--- config.mk ---
export PLATFORM = sky130hd
export DESIGN_NAME = jtdsp16_boot
export DESIGN_NICKNAME = d
export VERILOG_FILES = /design/src/rtl/jtdsp16_boot_pkg.sv /design/src/rtl/jtdsp16_boot_fetch.sv /design/src/rtl/jtdsp16_boot.sv
export SDC_FILE = /design/constraint.sdc
export NUM_CORES = 1
export LEC_CHECK = 0
export ABC_CLOCK_PERIOD_IN_PS = 1900
export CELL_PAD_IN_SITES_DETAIL_PLACEMENT = 1
export CELL_PAD_IN_SITES_GLOBAL_PLACEMENT = 2
export CORE_MARGIN = 5
export CORE_UTILIZATION = 29
export DETAILED_ROUTE_END_ITERATION = 7
export GPL_ROUTABILITY_DRIVEN = 1
export GPL_TIMING_DRIVEN = 0
export PLACE_DENSITY_LB_ADDON = 0.25
export SLEW_MARGIN = 25
export SYNTH_ARGS = -nofsm -noshare
export SYNTH_HDL_FRONTEND = slang
export SYNTH_SLANG_ARGS = --single-unit
--- constraint.sdc ---
create_clock -name clk -period 1.9 [get_ports clk]
set_input_delay 0.38 -clock clk [delete_from_list [all_inputs] [get_ports clk]]
set_output_delay 0.38 -clock clk [all_outputs]
set_load 0.01 [all_outputs]
--- src/rtl/jtdsp16_boot_pkg.sv ---
// Shared types and constants for the jtdsp16 boot sequencer.
package jtdsp16_boot_pkg;

  localparam int PROG_AW = 13;
  localparam int MAX_IMG = 8192;

  typedef enum logic [2:0] {
    S_IDLE = 3'd0,
    S_ADDR = 3'd1,
    S_WAIT = 3'd2,
    S_WR   = 3'd3,
    S_HOLD = 3'd4,
    S_RUN  = 3'd5
  } state_t;

endpackage

--- src/rtl/jtdsp16_boot_fetch.sv ---
// Byte fetch handshake: registers address/request, returns the byte with a
// one-cycle valid strobe as soon as the memory acknowledges.
module jtdsp16_boot_fetch #(
  parameter int          AW   = 22,
  parameter int unsigned BASE = 0
) (
  input  logic          clk,
  input  logic          rst,
  input  logic          req,
  input  logic          abort,
  input  logic [AW-1:0] addr,
  output logic [7:0]    data,
  output logic          valid,
  output logic [AW-1:0] mem_addr,
  output logic          mem_cs,
  input  logic          mem_ok,
  input  logic [7:0]    mem_data
);

  // mem_cs only rises the cycle after req, so mem_ok is never sampled
  // against the address of the previous byte.
  assign valid = mem_cs & mem_ok;
  assign data  = mem_data;

  // NOTE: registered state uses non-blocking assignments so every flop
  // samples pre-edge values regardless of process ordering.
  always_ff @(posedge clk) begin
    if (rst) begin
      mem_addr <= AW'(BASE);
      mem_cs   <= 1'b0;
    end else if (abort) begin
      mem_cs   <= 1'b0;
    end else if (req) begin
      mem_addr <= addr;
      mem_cs   <= 1'b1;
    end else if (valid) begin
      mem_cs   <= 1'b0;
    end
  end

endmodule

--- src/rtl/jtdsp16_boot.sv ---
// Boot sequencer: copies the program ROM image into jtdsp16, then releases
// its reset. Optional macro JTDSP16_BOOT_REBOOT_EN: reload on DSP fault.
module jtdsp16_boot
  import jtdsp16_boot_pkg::*;
#(
  parameter int          AW      = 22,
  parameter int unsigned BASE    = 0,
  parameter int          IMG_LEN = 8192,
  parameter int          HOLD    = 16
) (
  input  logic               clk,
  input  logic               rst,
  input  logic               start,
  output logic [AW-1:0]      mem_addr,
  output logic               mem_cs,
  input  logic               mem_ok,
  input  logic [7:0]         mem_data,
  output logic [PROG_AW-1:0] prog_addr,
  output logic [7:0]         prog_data,
  output logic               prog_we,
  output logic               dsp_rst,
  output logic               busy,
  output logic               done,
  input  logic               fault
`ifdef JTDSP16_BOOT_REBOOT_EN
  ,
  output logic [3:0]         reboots
`endif
);

  localparam logic [PROG_AW-1:0] LAST      = PROG_AW'(IMG_LEN - 1);
  localparam logic [7:0]         HOLD_LAST = 8'(HOLD - 1);

  state_t             state, state_nx;
  logic [PROG_AW-1:0] cnt, cnt_nx;
  logic [7:0]         hold_cnt, hold_nx;
  logic               restart;
  logic [AW-1:0]      fetch_addr;
  logic [7:0]         fetch_data;
  logic               fetch_valid;

`ifdef JTDSP16_BOOT_REBOOT_EN
  logic auto_start;
  assign auto_start = (state == S_RUN) && fault;
  assign restart    = start | auto_start;

  always_ff @(posedge clk) begin
    if (rst)
      reboots <= 4'd0;
    else if (auto_start && reboots != 4'hF)
      reboots <= reboots + 4'd1;
  end
`else
  logic unused_fault;
  assign unused_fault = fault;
  assign restart      = start;
`endif

  // Address arithmetic wraps modulo 2^AW by construction.
  assign fetch_addr = AW'(BASE) + AW'(cnt);

  jtdsp16_boot_fetch #(
    .AW   (AW),
    .BASE (BASE)
  ) u_fetch (
    .clk      (clk),
    .rst      (rst),
    .req      ((state == S_ADDR) && !restart),
    .abort    (restart),
    .addr     (fetch_addr),
    .data     (fetch_data),
    .valid    (fetch_valid),
    .mem_addr (mem_addr),
    .mem_cs   (mem_cs),
    .mem_ok   (mem_ok),
    .mem_data (mem_data)
  );

  // NOTE: every signal written here gets a default first, so no path can
  // leave it unassigned and infer a latch.
  always_comb begin
    state_nx = state;
    cnt_nx   = cnt;
    hold_nx  = hold_cnt;
    unique case (state)
      S_IDLE: ;
      S_ADDR: state_nx = S_WAIT;
      S_WAIT: if (fetch_valid) state_nx = S_WR;
      S_WR: begin
        if (cnt == LAST) begin
          state_nx = S_HOLD;
          hold_nx  = 8'd0;
        end else begin
          state_nx = S_ADDR;
          cnt_nx   = cnt + 1'b1;
        end
      end
      S_HOLD: begin
        if (hold_cnt == HOLD_LAST) state_nx = S_RUN;
        else                       hold_nx  = hold_cnt + 8'd1;
      end
      S_RUN:  ;
      default: state_nx = S_IDLE;
    endcase
    // A start pulse overrides whatever the sequence was doing.
    if (restart) begin
      state_nx = S_ADDR;
      cnt_nx   = '0;
    end
  end

  // Outputs are decoded from the next state so they are glitch-free flops.
  always_ff @(posedge clk) begin
    if (rst) begin
      state     <= S_IDLE;
      cnt       <= '0;
      hold_cnt  <= 8'd0;
      prog_addr <= '0;
      prog_data <= 8'd0;
      prog_we   <= 1'b0;
      dsp_rst   <= 1'b1;
      busy      <= 1'b0;
      done      <= 1'b0;
    end else begin
      state    <= state_nx;
      cnt      <= cnt_nx;
      hold_cnt <= hold_nx;
      prog_we  <= (state_nx == S_WR);
      dsp_rst  <= (state_nx != S_RUN);
      busy     <= (state_nx != S_IDLE) && (state_nx != S_RUN);
      done     <= (state_nx == S_RUN);
      if (state == S_WAIT && fetch_valid && !restart) begin
        prog_addr <= cnt;
        prog_data <= fetch_data;
      end
    end
  end

endmodule
# Word-level counts from Yosys, hierarchy flattened
# Index checks and enable logic that the tools add are counted.
[classes] n_addsub=2 n_mul=0 div_mod_pow=0 order_cmp=0 n_eq_ne=12 shift=0 muxes=10 bitwise=3 reduce_logical=14
[op_table] operator="$mux W8" n=2
[op_table] operator="$pmux W8 S2" n=1
[op_table] operator="$pmux W3 S5" n=1
[op_table] operator="$add A13 B1 Y13 const B" n=1
[op_table] operator="$eq A13 B13 Y1 const B" n=1
[op_table] operator="$mux W3" n=4
[op_table] operator="$eq A3 B2 Y1 const B" n=3
[op_table] operator="$eq A3 B3 Y1 const B" n=3
[op_table] operator="$add A8 B1 Y8 const B" n=1
[op_table] operator="$eq A8 B4 Y1 const B" n=1
[op_table] operator="$logic_and A1 B1 Y1" n=4
[op_table] operator="$ne A2 B2 Y1 const B" n=2
[op_table] operator="$reduce_and A2 Y1" n=2
[op_table] operator="$reduce_bool A2 Y1" n=2
[op_table] operator="$reduce_or A2 Y1" n=2
[op_table] operator="$eq A3 B1 Y1 const B" n=1
[op_table] operator="$logic_not A3 Y1" n=1
[op_table] operator="$ne A3 B3 Y1 const B" n=1
[op_table] operator="$reduce_and A3 Y1" n=1
[op_table] operator="$reduce_bool A3 Y1" n=1
[op_table] operator="$mux W1" n=2
[op_table] operator="$not A1 Y1" n=2
[op_table] operator="$and A1 B1 Y1" n=1
[op_table] operator="$logic_not A1 Y1" n=1
[word_totals] reg_bits=63 latchBits=0 ram_bits=0 mem_bits_ro=0 out_inout_bits=48 memories=0

# Logic depth before layout (Yosys ltp)
[depth] ltp_word=6 ltp_mapped=6 depth_no_buf=5

# Modules after synthesis
# Synthesis repeated with hierarchy kept, for this count alone.
[unflattened] cells_unflattened=351 hier_area_um2=3130.5
[modules_own_cells] module="jtdsp16_boot" n_inst=1 cells_each=239 area_per_inst_um2=2023.2 seq_area_each_um2=980.9
[modules_own_cells] module="jtdsp16_boot_fetch" n_inst=1 cells_each=112 area_per_inst_um2=1107.3 seq_area_each_um2=460.4

# Least setup slack after synthesis
# Ideal clock, no wire load.
[synth_path] path_kind="reg2reg" start="register cnt[0]" end="register state[0]" t_arrival_ps=1461 required_ps=1768 setup_slack_ps=306 path_stages_with_launch=6 path_buffers=0 period_less_slack_ps=1594 path_cell_list="dfxtp_1 -> ha_1 -> nand4_1 -> or4_1 -> nand2_1 -> a31oi_1"
[synth_between] elab_chain_cells=4
[synth_lines] item="start: declaration" line="jtdsp16_boot.sv:35" source="logic [PROG_AW-1:0] cnt, cnt_nx;"
[synth_lines] item="start signal: assignment" line="jtdsp16_boot.sv:126" source="cnt <= cnt_nx;"
[synth_lines] item="$eq A13 B13 Y1" line="jtdsp16_boot.sv:90" source="if (cnt == LAST) begin"
[synth_lines] item="$mux W3" line="jtdsp16_boot.sv:90"
[synth_lines] item="$pmux W3 S5" line="jtdsp16_boot.sv:85" source="unique case (state)"
[synth_lines] item="$mux W3" line="jtdsp16_boot.sv:106" source="if (restart) begin"
[synth_lines] item="end signal: assignment" line="jtdsp16_boot.sv:125" source="state <= state_nx;"
[synth_lines] item="end: declaration" line="jtdsp16_boot.sv:34" source="state_t state, state_nx;"
# No other way between the ends.
# A chain may end at the register's enable or synchronous reset.

# Final worst setup path
[layout_path] start="register cnt[6]" end="register cnt[9]"
[layout_between] elab_chain_cells=3 word_cells_on_any_way=4
[layout_lines] item="parallel branches: the longest is 3 deep, another holds $add A13 B1 Y13"
# Parallel ways; which one is timed is not known.

==> impl_metrics.json <==
{
  "synth-seq-area-share_pct": 48.0,
  "p_total_uw": 2580,
  "syn_inst": 296,
  "r2r-end": "cnt[9]$_SDFFE_PP0P_",
  "startpoint_type": "flop",
  "swShare_pct": 22.1,
  "synth_compound_area_share_pct": 12.2,
  "core-area_um2": 8760,
  "drive_gt1_share_pct": 14.2,
  "grt_pass1_wl_um": 11400,
  "rsz0062_at_grt": "false",
  "finalNetCount": 382,
  "hpwlAfterDp_um": 5000,
  "synth_fa_ha_area_share_pct": 0.951,
  "clk-insertion-delay-late_ns": 0.33,
  "placed_cell_area_um2": 3300,
  "diodes": 0,
  "numCtsBuffers": 9,
  "synth-edff-count": 0,
  "min_path_type": "flop to flop",
  "cts_root_buffer": "clkbuf_8",
  "clock-sinks": 63,
  "maxSlewViolCount": 0,
  "dieWidth_um": 105,
  "yosysWarnings": 0,
  "irDropWorstVdd_uv": 335,
  "vias": 2311,
  "max_stage_delay_ns": 0.47,
  "p_int_uw": 2010,
  "final_common_cell": "dfxtp_1",
  "place_congestion": 0.710,
  "clockBufferDepth": 2,
  "drc": 0,
  "max_cap_violations": 0,
  "cts.clk_slew.worst_paths_ns": 0.07,
  "synth_top_family_by_area": "simple AND/OR/NAND/NOR gates",
  "p_per_area_nw_per_um2": 723,
  "routedWlPerCell_um": 14.6,
  "setup_viol": 0,
  "path_buf_inv": 0,
  "synthMuxAreaShare_pct": 7.99,
  "reg2regPathDepth": 4,
  "status": "finished, final reports clean",
  "ys_seq_elements": 63,
  "start_util_pct": 30.0,
  "grt_remaining_overflow": 0,
  "pin_count": 61,
  "max_slew.worst_pin.slew_ns": 0.542,
  "syn_to_final_growth_pct": 35.7,
  "timing.final.ws_setup_ns": 0.139,
  "synth-simple-area-share_pct": 22.9,
  "fp-row-count": 34,
  "crit_required_ns": 2.16,
  "path_cells": "nand3_2 -> or3_4 -> or4_1 -> a21oi_1",
  "timing.slew.headroom_pct": 63.9,
  "reg2reg_setup_slack_ns": 0.14,
  "p_comb_share_pct": 4.6,
  "pwr-share-clk_pct": 44.2,
  "fin_skew_ns": 0.00726,
  "min_to": "u_fetch.mem_addr[2]$_SDFFE_PP0P_",
  "slowest_stage": "or3_4",
  "cp.arrival_ns": 2.02,
  "drt-pass1-iter-count": 4,
  "routed_wl_um": 7020,
  "synth_xor_area_share_pct": 2.00,
  "startpoint": "cnt[6]$_SDFFE_PP0P_",
  "cp_max_fo": 7,
  "net-switching-power_uw": 571,
  "htree_levels": 3,
  "grt_pass1_vias": 2334,
  "tns_ns": 0,
  "synth_cell_types": 46,
  "min_from": "u_fetch.mem_addr[2]$_SDFFE_PP0P_",
  "viasPerCell": 4.81,
  "clock.fmax_mhz": 568,
  "crit_family": "simple AND/OR/NAND/NOR gates",
  "power_frac_seq_pct": 51.3,
  "fin_crit_sh_pct": 92.7,
  "io_buffers": 50,
  "syn_area_um2": 2630,
  "syn_area_per_cell_um2": 8.89,
  "fin_area_um2": 3570,
  "hold_violations": 0,
  "grt_max_degree": 11,
  "track_usage_pct": 12.6,
  "p_leak_uw": 0.00143,
  "endpoint_kind": "flop",
  "dieArea_um2": 11100,
  "cts_tree": "done",
  "final_cell_mix": "dfxtp_1, clkdlybuf4s50_1, nor2_1",
  "dieHeight_um": 105,
  "antenna_found_initial": 0,
  "synthArstFlopShare_pct": 0,
  "hold_path_depth": 2,
  "place_ws_ns": -0.276,
  "drtIter0Drc": 58,
  "regToRegStartpoint": "cnt[6]$_SDFFE_PP0P_",
  "period_minus_slack_ns": 1.76,
  "drt.antenna.violating_nets": 0,
  "cts_hold_buf": 0,
  "synth_ff_type": "dfxtp_1",
  "worst-setup-path-type": "flop to flop"
}
per-stage QoR:
step / hold slack, ns / cells / util (%)
floorplan: 0.457 / 304 / -
detailed placement: 0.451 / 462 / 37.6
global route: 0.477 / 480 / 40.7
finish: 0.456 / 480 / 40.7
global placement: 0.445 / 462 / 37.6
CTS: 0.461 / 477 / 39.9
registers in the layout, summed over array words and instances, names as in the netlist:
name,flops
cnt,13
prog_addr,13
u_fetch.mem_addr,13
hold_cnt,8
prog_data,8
state,3
busy,1
done,1
dsp_rst,1
prog_we,1
u_fetch.mem_cs,1
kinds of logic after synthesis:
kind of cell / count (synthesis)
muxes: 21
and+or+nand+nor: 119
AOI/OAI and AO/OA: 54
xor gates and xnor gates: 6
DFF: 63
buffers and inverters: 30
other: 1
adders and majority gates: 2
worst reg2reg max path: stages, from the launching register on:
cell and delay, ns:
dfxtp_1 0.42, nand3_2 0.22, or3_4 0.47, or4_1 0.41, a21oi_1 0.17
synthesized netlist by cell type (all sizes together), types with 2 or more instances:
library cell,instances,area [um^2]
a21oi,26,130
a31oi,5,31.3
and3,4,25.0
buf,16,103
clkbuf,9,33.8
dfxtp,63,1260
ha,2,25.0
inv,5,18.8
mux2i,21,210
nand2,34,128
nand2b,2,12.5
nand3,5,30.0
nand4,7,43.8
nor2,37,139
nor3,8,40.0
o211ai,2,15.0
o21ai,8,40.0
o21bai,2,15.0
o31ai,3,22.5
or3,9,61.3
or4,3,22.5
xnor2,3,26.3
xor2,3,26.3
worst max-delay path by stage:
stage | endpoint | slack [ns] | depth (start not counted)
6_report | cnt[9]$_SDFFE_PP0P_ | 0.14 | 4
5_1_grt | u_fetch.mem_addr[11]$_SDFFE_PP0P_ | 0.003 | 6
4_1_cts | prog_we$_SDFF_PP0_ | 0.02 | 5
3_5_place_dp | u_fetch.mem_cs$_SDFFE_PP0P_ | -0.28 | 5
3_3_place_gp | cnt[12]$_SDFFE_PP0P_ | -0.30 | 5
2_1_floorplan | state[0]$_SDFF_PP0_ | 0.31 | 5
metal layers:
layer / routed length [um] / track usage, %
met1: 3430 / 16.8
met2: 3150 / 19.4
met3: 317 / 3.00
met4: 110 / 5.48
met5: 0 / 0
layout make-up:
type / count / area, um^2
Fill cell: 1043 / 5190
Clock buffer: 12 / 145
Inverter: 5 / 18.8
Clock inverter: 4 / 45.0
Tap cell: 108 / 135
Sequential cell: 63 / 1270
Multi-Input combinational cell: 211 / 1290
Timing Repair Buffer: 53 / 523
Buffer: 24 / 141
power by group through the flow:
stage                     Combinational [uW]  Clock, uW  Sequential (uW)
after CTS                                116       1190             1330
final                                    118       1140             1320
after floorplan                         65.0          0             1360
after global placement                   116          0             1360
after detailed placement                 115          0             1360
after global routing                     129       1240             1320
timing repair:
item,4_1_cts,5_1_grt
pin swaps,0,3
buffers inserted,0,3
gates resized for setup,4,19
endpoints found under the setup margin,17,42
cloned,0,0
No activity file was read; power rests on OpenSTA's default activity.
